### config.mk
export PLATFORM = sky130hd
export DESIGN_NAME = cdb_arbiter
export DESIGN_NICKNAME = d
export VERILOG_FILES = /design/src/rtl/CDB_types.sv /design/src/rtl/cdb_fu_fifo.sv /design/src/rtl/cdb_arbiter.sv
export SDC_FILE = /design/constraint.sdc
export NUM_CORES = 1
export LEC_CHECK = 0
export CORE_MARGIN = 5
export CORE_UTILIZATION = 58
export CTS_BUF_LIST = sky130_fd_sc_hd__clkbuf_16
export CTS_CLUSTER_SIZE = 28
export DETAILED_ROUTE_END_ITERATION = 6
export DONT_BUFFER_PORTS = 1
export HOLD_SLACK_MARGIN = 0.06
export PLACE_DENSITY = 0.76
export SKIP_LAST_GASP = 1
export SLEW_MARGIN = 30
export SYNTH_ARGS = -nofsm -noshare
export SYNTH_HDL_FRONTEND = slang
export SYNTH_SLANG_ARGS = --single-unit
export TNS_END_PERCENT = 5
### constraint.sdc
create_clock -name clk -period 3.5 [get_ports clk]
set_input_delay 0.875 -clock clk [delete_from_list [all_inputs] [get_ports clk]]
set_output_delay 0.875 -clock clk [all_outputs]
set_load 0.01 [all_outputs]
### src/rtl/CDB_types.sv
// Shared types and constants for the common-data-bus arbiter: the functional-unit
// result word that travels from each unit, through its queue, onto the CDB.
package CDB_types;

  localparam int NUM_FU_DEFAULT = 4;

  localparam int FU_ALU = 0;
  localparam int FU_MUL = 1;
  localparam int FU_DIV = 2;
  localparam int FU_BR  = 3;

  localparam int ROB_IDX_W = 5;
  localparam int DATA_W    = 32;

  typedef struct packed {
    logic                 out_valid;
    logic [ROB_IDX_W-1:0] rob_idx;
    logic [DATA_W-1:0]    value;
    logic                 exception;
  } funct_unit_out_t;

endpackage

### src/rtl/cdb_fu_fifo.sv
// Per-unit result queue: FIFO_DEPTH entries, head/tail pointers and an occupancy count.
// Flush and reset empty the queue; storage contents are qualified by the count.
module cdb_fu_fifo
  import CDB_types::*;
#(
  parameter  int FIFO_DEPTH = 2,
  localparam int CNT_W      = $clog2(FIFO_DEPTH + 1),
  localparam int PTR_W      = $clog2(FIFO_DEPTH)
) (
  input  logic             clk,
  input  logic             rst,
  input  logic             flush,
  input  logic             enq,
  input  funct_unit_out_t  enq_data,
  input  logic             deq,
  output funct_unit_out_t  head,
  output logic [CNT_W-1:0] count
);

  funct_unit_out_t  mem_q [FIFO_DEPTH];
  logic [PTR_W-1:0] head_ptr_q, head_ptr_d;
  logic [PTR_W-1:0] tail_ptr_q, tail_ptr_d;
  logic [CNT_W-1:0] count_q, count_d;
  logic             full, empty, do_enq, do_deq;

  assign full   = (count_q == CNT_W'(FIFO_DEPTH));
  assign empty  = (count_q == '0);
  assign do_deq = deq && !empty && !flush;
  // A full queue only takes a new entry when the head leaves in the same cycle.
  assign do_enq = enq && (!full || do_deq) && !flush;

  // NOTE: every signal driven here gets a default first, so no path leaves one unassigned and no latch is inferred.
  always_comb begin
    head_ptr_d = head_ptr_q;
    tail_ptr_d = tail_ptr_q;
    count_d    = count_q;
    if (flush) begin
      head_ptr_d = '0;
      tail_ptr_d = '0;
      count_d    = '0;
    end else begin
      // Depth is a power of two, so the pointer width itself wraps modulo FIFO_DEPTH.
      if (do_enq) tail_ptr_d = tail_ptr_q + PTR_W'(1);
      if (do_deq) head_ptr_d = head_ptr_q + PTR_W'(1);
      case ({do_enq, do_deq})
        2'b10:   count_d = count_q + CNT_W'(1);
        2'b01:   count_d = count_q - CNT_W'(1);
        default: count_d = count_q;
      endcase
    end
  end

  // NOTE: state registers use non-blocking assignments so every flop samples pre-edge values.
  always_ff @(posedge clk) begin
    if (rst) begin
      head_ptr_q <= '0;
      tail_ptr_q <= '0;
      count_q    <= '0;
    end else begin
      head_ptr_q <= head_ptr_d;
      tail_ptr_q <= tail_ptr_d;
      count_q    <= count_d;
    end
  end

  // NOTE: the storage array is deliberately not reset; pointers and count decide which entries are live.
  always_ff @(posedge clk) begin
    if (do_enq) mem_q[tail_ptr_q] <= enq_data;
  end

  assign head  = mem_q[head_ptr_q];
  assign count = count_q;

endmodule

### src/rtl/cdb_arbiter.sv
// Common-data-bus arbiter: buffers each functional unit's results in its own queue
// and broadcasts one per cycle, chosen round-robin, through a registered output.
module cdb_arbiter
  import CDB_types::*;
#(
  parameter  int NUM_FU     = NUM_FU_DEFAULT,
  parameter  int FIFO_DEPTH = 2,
  localparam int CNT_W      = $clog2(FIFO_DEPTH + 1),
  localparam int IDX_W      = $clog2(NUM_FU)
) (
  input  logic                         clk,
  input  logic                         rst,
  input  logic                         flush,
  input  funct_unit_out_t [NUM_FU-1:0] fu_out,
  output logic            [NUM_FU-1:0] fu_ready,
  output funct_unit_out_t              cdb_out,
  output logic            [NUM_FU-1:0] grant
);

  logic [CNT_W-1:0] count [NUM_FU];
  funct_unit_out_t  head  [NUM_FU];
  logic [NUM_FU-1:0] enq, deq;

  logic [IDX_W-1:0]  rr_ptr_q, rr_ptr_d;
  funct_unit_out_t   cdb_out_q, cdb_out_d;
  logic [NUM_FU-1:0] grant_q, grant_d;
  logic              pick_found;
  logic [IDX_W-1:0]  pick_idx;

  // Ready depends on registered occupancy only, so a same-cycle grant never reopens a full queue.
  always_comb begin
    for (int i = 0; i < NUM_FU; i++) begin
      fu_ready[i] = (count[i] < CNT_W'(FIFO_DEPTH));
      enq[i]      = fu_out[i].out_valid && fu_ready[i] && !flush;
    end
  end

  for (genvar g = 0; g < NUM_FU; g++) begin : g_fifo
    cdb_fu_fifo #(
      .FIFO_DEPTH(FIFO_DEPTH)
    ) u_fifo (
      .clk      (clk),
      .rst      (rst),
      .flush    (flush),
      .enq      (enq[g]),
      .enq_data (fu_out[g]),
      .deq      (deq[g]),
      .head     (head[g]),
      .count    (count[g])
    );
  end

  // Round-robin search starting at rr_ptr; the first non-empty queue wins the bus.
  always_comb begin
    grant_d    = '0;
    cdb_out_d  = '0;
    rr_ptr_d   = rr_ptr_q;
    pick_found = 1'b0;
    pick_idx   = '0;
    if (!flush) begin
      for (int k = 0; k < NUM_FU; k++) begin
        pick_idx = IDX_W'((int'(rr_ptr_q) + k) % NUM_FU);
        if (!pick_found && (count[pick_idx] != '0)) begin
          pick_found        = 1'b1;
          grant_d[pick_idx] = 1'b1;
          cdb_out_d         = head[pick_idx];
          rr_ptr_d          = (int'(pick_idx) == NUM_FU - 1) ? '0 : pick_idx + IDX_W'(1);
        end
      end
    end
    deq = grant_d;
  end

  always_ff @(posedge clk) begin
    if (rst) begin
      rr_ptr_q  <= '0;
      cdb_out_q <= '0;
      grant_q   <= '0;
    end else begin
      rr_ptr_q  <= rr_ptr_d;
      cdb_out_q <= cdb_out_d;
      grant_q   <= grant_d;
    end
  end

  assign cdb_out = cdb_out_q;
  assign grant   = grant_q;

endmodule

==> results of run 1 <==
[worst paths after layout]
| check | from | to | slack, ns | cells past startpoint |
|---|---|---|---|---|
| worst max register to register | rr_ptr_q[1] | g_fifo[3].u_fifo.count[1] | 0.24 | 8 |
| worst min register to register | g_fifo[0].u_fifo.head_ptr_q | flop | 0.48 | 2 |
| worst max-delay path | rr_ptr_q[1] | g_fifo[3].u_fifo.count[1] | 0.24 | 8 |
| worst min-delay path | fu_out[13] | g_fifo[0].u_fifo.mem_q[0][13] | 0.43 | 0 |
[area by class of cell]
class                           instances  area (sq um)  area share (%)
Sequential cell                       377         10690           53.69
Multi-Input combinational cell        802          6969           35.02
Clock buffer                           40          1001           5.029
Tap cell                              396         495.5           2.489
Timing Repair Buffer                   38         339.1           1.704
Clock inverter                         32         246.5           1.238
Inverter                               44         166.4          0.8361
[flip-flops by register name (all words and copies together) (netlist names), named ones only]
signal,cells
cdb_out,39
g_fifo.u_fifo.head_ptr_q,4
grant,4
g_fifo.u_fifo.mem_q,312
g_fifo.u_fifo.count,8
rr_ptr_q,2
g_fifo.u_fifo.tail_ptr_q,4
[critical path, cell delays in order, from the launching register on]
cell and delay [ns]:
dfxtp_4 0.38, nor4_1 0.53, or4_4 0.32, and2_2 0.43
a22oi_1 0.17, a311oi_2 0.51, ha_1 0.35, or3_1 0.35
a21oi_1 0.14
[Yosys cell counts (2+ instances only)]
library cell	n	area [sq um]
a21oi_1	11	55.05
a21oi_2	2	17.52
a22oi_1	3	22.52
a22oi_2	3	37.54
a311oi_4	3	78.83
a31oi_1	4	25.02
a41oi_1	33	289.0
buf_1	11	41.29
buf_2	25	125.1
buf_6	3	33.78
clkbuf_1	48	180.2
dfxtp_1	65	1301
edfxtp_1	312	9369
ha_1	12	150.1
inv_1	42	157.7
mux2_2	99	1115
mux2i_1	132	1321
mux4_2	79	1779
nand2_1	176	660.6
nand2_4	2	22.52
nand3_1	9	45.04
nor2_1	88	330.3
nor3_1	2	10.01
nor4_1	2	12.51
o21ai_0	81	405.4
o221ai_1	7	61.31
o22a_1	6	52.55
o22ai_1	6	37.54
o31ai_1	2	15.01
or2_1	3	18.77
or2_2	2	12.51
or3_1	9	56.30
xnor2_1	8	70.07
xor2_1	4	35.03
[layer usage]
metal  vias to the layer above  track usage [%]
met3                        92            8.408
met4                         0            6.979
li1                       4957                -
met1                      5477            31.27
met2                       503            40.83
met5                         -                0
[logic make-up (layout without fill, tap and decap cells)]
group,after synthesis,count (layout),share of synthesized area (%)
AO/OA/AOI/OAI,165,165,6.304
XOR/XNOR,12,12,0.5812
adder cells (fa/ha/maj),12,12,0.8303
buffers and inverters,131,154,3.017
flip-flops,377,377,59.01
multiplexers,310,310,23.31
AND/OR/NAND/NOR,303,303,6.947
[through the flow]
step	setup slack (ns)	total power [mW]	instances	setup TNS (ns)	utilization, %
after floorplan	-0.05672	8.717	1310	-17.70	-
after global placement	0.2629	9.492	1657	0	60.77
after detailed placement	0.2310	9.638	1657	0	60.79
after CTS	0.2091	13.61	1729	0	64.85
after global routing	0.03779	14.20	1729	0	64.89
final	0.2429	13.55	1729	0	64.89
[what timing repair did]
action	4_1_cts	5_1_grt
resized for setup	0	2
buffers inserted	0	0
setup endpoints to repair	0	1
[power groups by stage]
stage          Sequential, mW  Combinational, mW  Clock (mW)
2_1_floorplan            5.31               3.41           0
3_3_place_gp             5.37               4.12           0
3_5_place_dp             5.38               4.26           0
4_1_cts                  5.29               4.27        4.06
5_1_grt                  5.30               4.63        4.27
6_report                 5.28               4.28        3.99
==> run summary, run 1 <==
For this run, the post-layout net count is 1,474. 0 antenna diodes ended up in the layout. In the layout the commonest cells are 312 x edfxtp_1, 176 x nand2_1, 132 x mux2i_1. In the final layout, the share of cells above drive strength 1 is 23.41%. Summing all non-filler instances in the final layout gives an area of 0.01990 sq mm. The number of H-tree levels is 2.

The number of hold violations in the final report was 0. Hold is met by 0.4336 ns. TritonCTS built the clock tree. The die covers 0.03481 sq mm. Max-cap violations in this run came to 0.

The share of the Yosys chip area taken by registers is 59.01%. 206 I/O pins were placed. The number of vias in the routed layout was 11,030. CTS placed an instance of clkbuf_16 at the clock tree root. The number of flip-flops and latches in the synthesized netlist was 377; the overall die height was 186.6 microns.

Routed signal wires occupy layers up through met4. The internal power contribution was 9.258 mW. Of the total power, the share spent switching nets is 31.67%. Measured along the x axis, the die boundary spans 186.6 microns. For this configuration, the core starts out at a cell density of 58.96%. The number of flops mapped to enable cells by yosys came out at 312. The kind of critical path is reg2reg.

The worst-case IR drop observed on VDD is 0.5478 mV. The routed design uses 4675 microns of met3 wire. The tools report the sum of met2 wire segment lengths after detailed routing as 21,310 microns. Type of the tightest min-delay check: in2reg. The number of input and output port buffers inserted was 0; the maximum clock insertion buffer count was 3. At the worst endpoint, the arrival time is 3.71 ns. Clock-pin slew was measured on the worst setup and hold paths at 0.06 ns.

The slew of the pin with the lowest slew margin is 0.8797 ns. The most frequent standard cell in the layout excluding fill and tap cells was edfxtp_1. The clock insertion delay at the later pin of the skew report is 0.53 ns, and the placer's final routability congestion estimate is 0.8445. The initialized floorplan defines 64 standard-cell rows. Synthesis produced a netlist with a net count of 1,481.

For the part of the power in registers, the log shows 39.0%. The worst pin sits at a relative slew slack of 41.36%. The run gives 29.4% as the proportion of power drawn by the clock network. The mean cell area of the mapped netlist is 13.80 sq um, and the number of clock sinks seen by CTS is 377. The total count of max-transition violations in the final report came out at 0. Among all flip-flop cells after synthesis, the most frequent one is edfxtp_1. The first detailed-routing pass took 5 iterations. In the routed layout, each cell is associated on average with a via count of 6.379. The number of antenna violations at the first check in global routing was 0; the total power density per cell area was 680.8 mW/mm^2. The run gives 0 as the count of antenna-violating nets left after detailed routing. The synthesized netlist occupies a cell area of 0.01808 sq mm. In this run, the combinational gates consume 31.6% of the power. The final critical path time including I/O delays and setup was 3.257 ns. After detailed routing, the wire length on met1 is 16,900 microns. The warning count from the yosys run is 0. The number of global-route vias before repair was 11,300.

The routed length per instance works out to 25.49 microns. The first global-routing pass estimated 66,860 microns of wire. The number of distinct library cell variants in the gate-level netlist after synthesis is 50. Setup repair after global routing left no endpoint under its margin.

Setup violations remaining at the end of the flow were counted as 0. The required time at the worst-slack endpoint is 3.95 ns, and the maximum number of pins on one net before global-route repair is 97. The highest achievable clock rate was 0.3070 GHz; the final period utilization was 93.06%. Summing all placed instances gives a cell area of 0.01864 sq mm.

The final routed DRC violation total was 0; the overall routing resource usage was 24.67%. Wires add up to 44,070 microns. The detailed router finished its first iteration with 903 violations. The element type at the critical path start was a flop. For the post-route clock skew, the log shows 0.01878 ns. The number of buffers inserted for hold repair after clock tree synthesis was 0. After synthesis, the share of flip-flops with an asynchronous set or reset is 0%. The flow ran to the end, and the final reports show no timing, DRC or antenna violations. Element type at the critical path end: a flop. The layout has 2,196 filler cells. The total overflow left after global routing is 0. The area growth from synthesis to layout is 10.07%.

The logs give 4.290 mW for the switching power and 40 for the TritonCTS buffer count. Of all nets on the critical path, the largest fanout is 14. The floorplan step defined a core boundary enclosing 0.03067 sq mm. The logs give 28,540 microns for the detailed-placement wirelength estimate and 6.421 nW for the leakage power. The run gives 1,310 as the synthesized netlist cell count.
No activity file was read; power rests on OpenSTA's default activity.
==> run 2: changes to the inputs <==
- PLACE_DENSITY: 0.76 -> 0.74
==> run 2 against run 1 <==
Net effect:
- register-to-register slack is essentially flat
- largest power group unchanged
- flip-flop and latch count is the same
- power grew 0.97%
- sequential power is essentially flat
- largest cell class unchanged
- sequential share of layout area shrank 0.20 points
- setup slack lost 0.013 ns
- final cell count shrank 0.17%
- first-iteration DRC count shrank 6.3%
- count of clock-buffer cells in the layout shrank 1
- non-clock buffer count is the same
- routed wire length grew 0.21%
==> run summary, run 2 (synthesized netlist as in run 1, its figures left out) <==
The flow ran to the end, and the final reports show no timing, DRC or antenna violations. After clock tree synthesis, the clock-pin slew on the worst setup and hold paths is 0.06 ns. Leakage power: 6.468 nW. The initial utilization of the core area, before any placement, comes to 58.96%. In this run the horizontal extent of the chip is 186.6 microns. The logs give 0 for the post-cts sizing count and 1,726 for the final instance count without filler cells.

The global route total overflow was 0; the final critical path time including I/O delays and setup was 3.270 ns. Across the routed clock network, the largest skew measured is 0.01074 ns. Walking the worst path, the cells encountered are nor4bb_1 > or4_4 > and2_2 > a22oi_1 > a311oi_2 > ha_1 > or3_1 > a21oi_1. After clock tree synthesis, the setup repair step added 0 buffers. Headroom to the max-slew limit came out at 40.76%.

Row generation in the floorplan step produced 64 rows. For the largest vdd supply drop, the log shows 0.4866 mV. Using the TritonRoute via totals, the vias-per-cell ratio works out to 6.446. For the worst setup path, the data required time is 3.94 ns.

Timing analysis after detailed placement gives a worst setup slack of 0.2472 ns. The overall die height was 186.6 microns. The setup path with the least slack is of type reg2reg. The count of antenna-violating nets left after detailed routing is 0. For the number of global-route vias before repair, the log shows 11,640.

Setup repair after global routing left no endpoint under its margin. STA classifies the critical path startpoint as a flop. The maximum fanout encountered on the critical timing path is 19, and the number of endpoints failing setup at the final stage is 0. The count of fill cells added during filler insertion is 2,194, and the maximum clock insertion buffer count is 3.

Once detailed placement completed, the half-perimeter wirelength came to 28,900 microns. After floorplanning, the core was sized to cover 0.03067 sq mm. For this run, design rule violations remaining after detail routing come to 0. Entering global routing, the biggest net connects 73 pins. The number of hold violations in the final report was 0. The TritonCTS buffer count is 39, and the flip-flop count of the largest register after layout is 312. The number of antenna diodes in the final layout is 0. Routability-driven placement finished with a final weighted congestion of 0.8589. Critical path's slowest cell: nor4bb_1. In this run the tool buffered the top-level ports with 0 buffer cells. Counting every sink on the clock net gives 377. The number of max-capacitance violations reported was 0; the share of cells above drive strength 1 was 22.86%. The library cell used most frequently in the layout, excluding fill and tap cells, is edfxtp_1.

The initial detailed-routing violation count is 846, and the final period utilization is 93.44%. The net count of the finished layout is 1,473, and the number of H-tree levels is 2. Leaving out fill and tap cells, the most frequent cells in the layout are 312 x edfxtp_1, 176 x nand2_1, 132 x mux2i_1.

The number of antenna violations at the first check in global routing was 1. The tools report the top-level port count as 206. TritonCTS built the clock tree. Derived from the worst setup path, the maximum achievable clock frequency is 0.3058 GHz. The routed length per instance is 25.59 microns. For the worst setup path, the data arrival time is 3.71 ns.

For the area of the die, the log shows 0.03481 sq mm. The clock reaches the later pin of the worst-skew pair after 0.52 ns. For the total count of max-transition violations in the final report, the log shows 0. In this run the worst hold path is classified as in2reg. For the pin with the worst max-slew slack, the measured transition is 0.8886 ns.

Counting flops per register, the top entry is g_fifo.u_fifo.mem_q. Compared with the post-synthesis result, the final layout area differs by 10.48%. The routed layout has 11,130 vias. The total power density per cell area is 684.8 mW/mm^2, and the count of TritonRoute iterations in the first routing pass is 5. The worst setup path is captured at a flop. After detailed placement, the design holds a cell count of 1,657. Overall routing resource usage: 24.86%. After clock tree synthesis, the flow added hold-fix buffers numbering 0. CTS placed an instance of clkbuf_16 at the clock tree root.

The run gives 0.2296 ns as the final worst slack. In this design, the stage delay of the slowest critical-path cell is 0.53 ns. Wires add up to 44,160 microns. The first global-routing pass estimated 67,940 microns of wire.
[run 2: cell count changes in the layout (fill, tap and decap cells not counted), moves of 2 or more]
cell	before	now
clkinvlp_4	7	3
inv_6	3	1
bufinv_16	2	6
buf_4	33	29
buf_12	4	9
inv_1	46	49
[run 2: metrics by stage]
step / cell area [sq um] / TNS [ns] / hold slack [ns] / power, mW / util (%)
after floorplan: 18080 / -17.70 / 0.4523 / 8.717 / -
after global placement: 18700 / 0 / 0.4529 / 9.475 / 60.97
after detailed placement: 18700 / 0 / 0.4684 / 9.613 / 60.98
after CTS: 19980 / 0 / 0.4282 / 13.73 / 65.14
after global routing: 19980 / 0 / 0.4241 / 14.33 / 65.14
final: 19980 / 0 / 0.4470 / 13.68 / 65.14
[run 2: critical path, delay by kind of cell (launching register included)]
family	cells	cell delay, ns
flip-flops	1	0.46
AND/OR/NAND/NOR	4	1.70
AO/OA/AOI/OAI	3	0.72
adder cells (fa/ha/maj)	1	0.32
[run 2: cell type report]
class | instances | area [sq um] | area share, %
clock buffer | 39 | 975.9 | 4.885
sequential | 377 | 10690 | 53.49
tap | 396 | 495.5 | 2.480
clock inverter | 30 | 300.3 | 1.503
multi-input combinational | 802 | 6957 | 34.82
inverter | 44 | 166.4 | 0.8330
timing repair buffer | 38 | 397.9 | 1.992
[run 2: worst paths after layout]
| path | start | to | slack (ns) | cells after the start |
|---|---|---|---|---|
| max | rr_ptr_q[1] | g_fifo[3].u_fifo.count[1] | 0.23 | 8 |
| min | fu_out[59] | g_fifo[1].u_fifo.mem_q[1][20] | 0.45 | 0 |
| max reg2reg | rr_ptr_q[1] | g_fifo[3].u_fifo.count[1] | 0.23 | 8 |
| min reg2reg | g_fifo[3].u_fifo.head_ptr_q | flop | 0.48 | 2 |
[run 2: where the power goes]
part	switching [mW]	internal [mW]	total, mW
sequential	0.187	5.10	5.29
clock	1.67	2.47	4.15
combinational	2.34	1.90	4.25
total	4.21	9.48	13.7
[run 2: metal layers]
layer  global-route usage, %  vias to the layer above  wire (microns)
met4                   9.697                        2            1718
li1                        -                     4953               -
met5                       0                        -              13
met1                   30.83                     5511           16440
met2                   40.61                      538           21170
met3                   8.445                      122            4819
==> run 3: changes to the inputs <==
- CTS_CLUSTER_DIAMETER: not set -> 100
- GPL_TIMING_DRIVEN: not set -> 0
==> run 3 against run 2 <==
Net effect:
- the flow now finishes with violations (setup timing)
- sequential share of layout area increased by 0.72 points
- via count increased by 4.6%
- fmax decreased by 8.1%
- die area unchanged
- routed wire length increased by 8.1%
- register-to-register slack got worse by 0.29 ns
- design area decreased by 1.4%
- utilization decreased by 0.94 points
- sequential power decreased by 0.9%
- final cell count increased by 2.0%
- critical endpoint unchanged
- highest routed layer is now met4
==> run summary, run 3 (synthesized netlist as in run 1, its figures left out) <==
The run finished, with violations left. The final reports fail on setup timing. The tools report the element type at the critical path end as a flop. Timing analysis after detailed placement gives a worst setup slack of -1.123 ns. Detailed placement ended at an HPWL of 34,550 microns. In the routed design, unresolved DRC markers number 0.

The final worst slack came out at -0.05866 ns. Setup violations remaining at the end of the flow were counted as 4. The final route contains 11,640 vias.

Entering global routing, the biggest net connects 30 pins. Subtracting the final worst setup slack from the clock period gives 3.559 ns. The highest routed metal layer was met4. The logs give 47,730 microns for the detailed-route wire length and 0 for the total count of max-transition violations in the final report. The floorplan has 64 rows. The analysis attributes to cell leakage a power of 6.356 nW. The maximum fanout encountered on the critical timing path is 13. After the first detailed-routing iteration, the DRC count stood at 1,439. After routing, the total negative slack on setup checks comes to -0.1262 ns. The tools report the TritonCTS buffer count as 17. For the number of clock sinks seen by CTS, the log shows 377. For the initial cell density of the core, the log shows 58.96%.

Type of the tightest min-delay check: in2reg. Once detail routing completed, the nets flagged for antenna violations numbered 0. The tools report the number of hold violations in the final report as 0.

During placement, the flow inserted port buffers numbering 0. For the highest achievable clock rate, the log shows 0.2810 GHz. The worst pin sits at a relative slew slack of 36.27%.

The overall die height came out at 186.6 microns. After the last flow step, the layout net total stands at 1,524. After clock tree synthesis, the clock-pin slew on the worst setup and hold paths is 0.11 ns. For this run, the total global-route usage over all layers was measured as 26.31%.

The top cell types in the final layout, fill and taps aside, are 312 x edfxtp_1, 176 x nand2_1, 132 x mux2i_1. At the end of the flow the core is filled with cells to 64.20%. After layout, the worst path uses 101.7% of the clock period. The routed design uses 4617 microns of met3 wire. The detailed router put a total of 18,540 microns of wire on met1. The pre-antenna-repair detailed-routing pass consisted of 6 iterations. Across all hold checks on the routed design, the worst slack comes to 0.4357 ns. The wire length of the first global-routing pass was 71,170 microns.

The kind of critical path was reg2reg. Setup repair after global routing could not meet its margin everywhere. Dividing total power by cell area gives a power density of 621.6 mW/mm^2. After global routing the overflow that remains totals 0.

For the required time at the worst-slack endpoint, the log shows 3.96 ns. The register with the most flip-flops in the layout has 312 of them. g_fifo.u_fifo.mem_q holds more flip-flops than any other register. The most frequent standard cell in the layout excluding fill and tap cells is edfxtp_1. The maximum clock insertion buffer count was 3. The slew of the pin with the lowest slew margin works out to 0.9559 ns. The tree is rooted in a clkbuf_16. 206 I/O pins were placed. Element type at the critical path start: a flop. TritonCTS built the clock tree. The count of fill cells added during filler insertion is 2,258. IR analysis of the VDD net gives a maximum drop of 0.5409 mV. Between clock sinks in the finished design, the worst skew comes to 0.01713 ns.

The floorplan step defined a core boundary enclosing 0.03067 sq mm. Measured along the x axis, the die boundary spans 186.6 microns. Relative to the synthesized area, the layout overhead comes to 8.885%.

The run gives 12.24 mW as the overall power after layout. For this design, the CTS-stage hold fixing added 0 buffers. The post-route netlist has 21.20% of its cells at a drive strength greater than 1. Data on the critical path arrives at its endpoint at 4.02 ns. The logs give 0.8861 for the placer's final routability congestion estimate and 11,680 for the number of global-route vias before repair. Dividing the detail-routed wire length by the instance count gives 27.12 microns.

The area of the die was 0.03481 sq mm; the number of antenna violations at the first check in global routing was 0. Using the TritonRoute via totals, the vias-per-cell ratio works out to 6.611. The run gives 0.52 ns as the clock insertion delay at the later pin of the skew report. The logs give 0 for the number of max-capacitance violations reported and 23,150 microns for the sum of met2 wire segment lengths after detailed routing. The number of H-tree levels came out at 1.
-- run 3: cell types whose count changed in the layout (fill, tap and decap cells not counted), sizes merged --
| cell | before | now |
|---|---|---|
| diode | 0 | 1 |
| inv | 51 | 53 |
| clkbuf | 39 | 69 |
| buf | 38 | 60 |
| clkinvlp | 3 | 0 |
| clkinv | 14 | 2 |
| bufinv | 6 | 0 |
-- run 3: what timing repair did --
| item | in CTS | in global routing |
|---|---|---|
| setup endpoints to repair | 61 | 24 |
| setup buffers | 9 | 0 |
| pin swaps | 6 | 1 |
| gates resized for setup | 16 | 4 |
-- run 3: path summary, 6_finish.rpt --
kind                                             startpoint                       endpoint  slack (ns)  depth (start not counted)
worst max-delay path                            rr_ptr_q[1]      g_fifo[3].u_fifo.count[1]       -0.06                         12
worst min-delay path                            fu_out[116]  g_fifo[2].u_fifo.mem_q[1][38]        0.44                          0
worst max register to register                  rr_ptr_q[1]      g_fifo[3].u_fifo.count[1]       -0.06                         12
worst min register to register  g_fifo[3].u_fifo.head_ptr_q    g_fifo[3].u_fifo.head_ptr_q        0.49                          2
-- run 3: worst max-delay path: stages (launching register included) --
cell      delay, ns
dfxtp_2        0.43
buf_6          0.19
clkinv_2       0.19
clkbuf_8       0.24
ha_1           0.35
or3_1          0.44
a21oi_4        0.22
buf_4          0.16
o21ai_0        0.12
a311oi_2       0.34
ha_1           0.32
or3_1          0.35
a21oi_1        0.13
-- run 3: area by class of cell --
class | instances | area, sq um | area share [%]
Sequential cell | 377 | 10670 | 54.21
Multi-Input combinational cell | 802 | 6953 | 35.31
Timing Repair Buffer | 25 | 495.5 | 2.517
Tap cell | 396 | 495.5 | 2.517
Clock buffer | 18 | 450.4 | 2.288
Buffer | 86 | 405.4 | 2.059
Inverter | 44 | 166.4 | 0.8452
Clock inverter | 11 | 47.55 | 0.2415
Antenna cell | 1 | 2.502 | 0.01271
-- run 3: through the flow --
stage               instance area, sq um  cells
floorplan                          18080   1310
global placement                   18580   1706
detailed placement                 19070   1722
CTS                                19680   1759
global route                       19690   1759
finish                             19690   1760
-- run 3: where the power goes --
| part | leakage [nW] | switching, mW | total [mW] | internal [mW] |
|---|---|---|---|---|
| combinational | 2.69 | 2.76 | 4.73 | 1.96 |
| sequential | 3.39 | 0.153 | 5.24 | 5.09 |
| clock | 0.278 | 1.32 | 2.27 | 0.949 |
-- run 3: routing by layer --
| metal | global-route usage (%) | vias to the layer above |
|---|---|---|
| li1 | - | 5035 |
| met1 | 35.18 | 5873 |
| met2 | 43.31 | 631 |
| met3 | 6.670 | 97 |
| met4 | 7.427 | 0 |
| met5 | 0 | - |
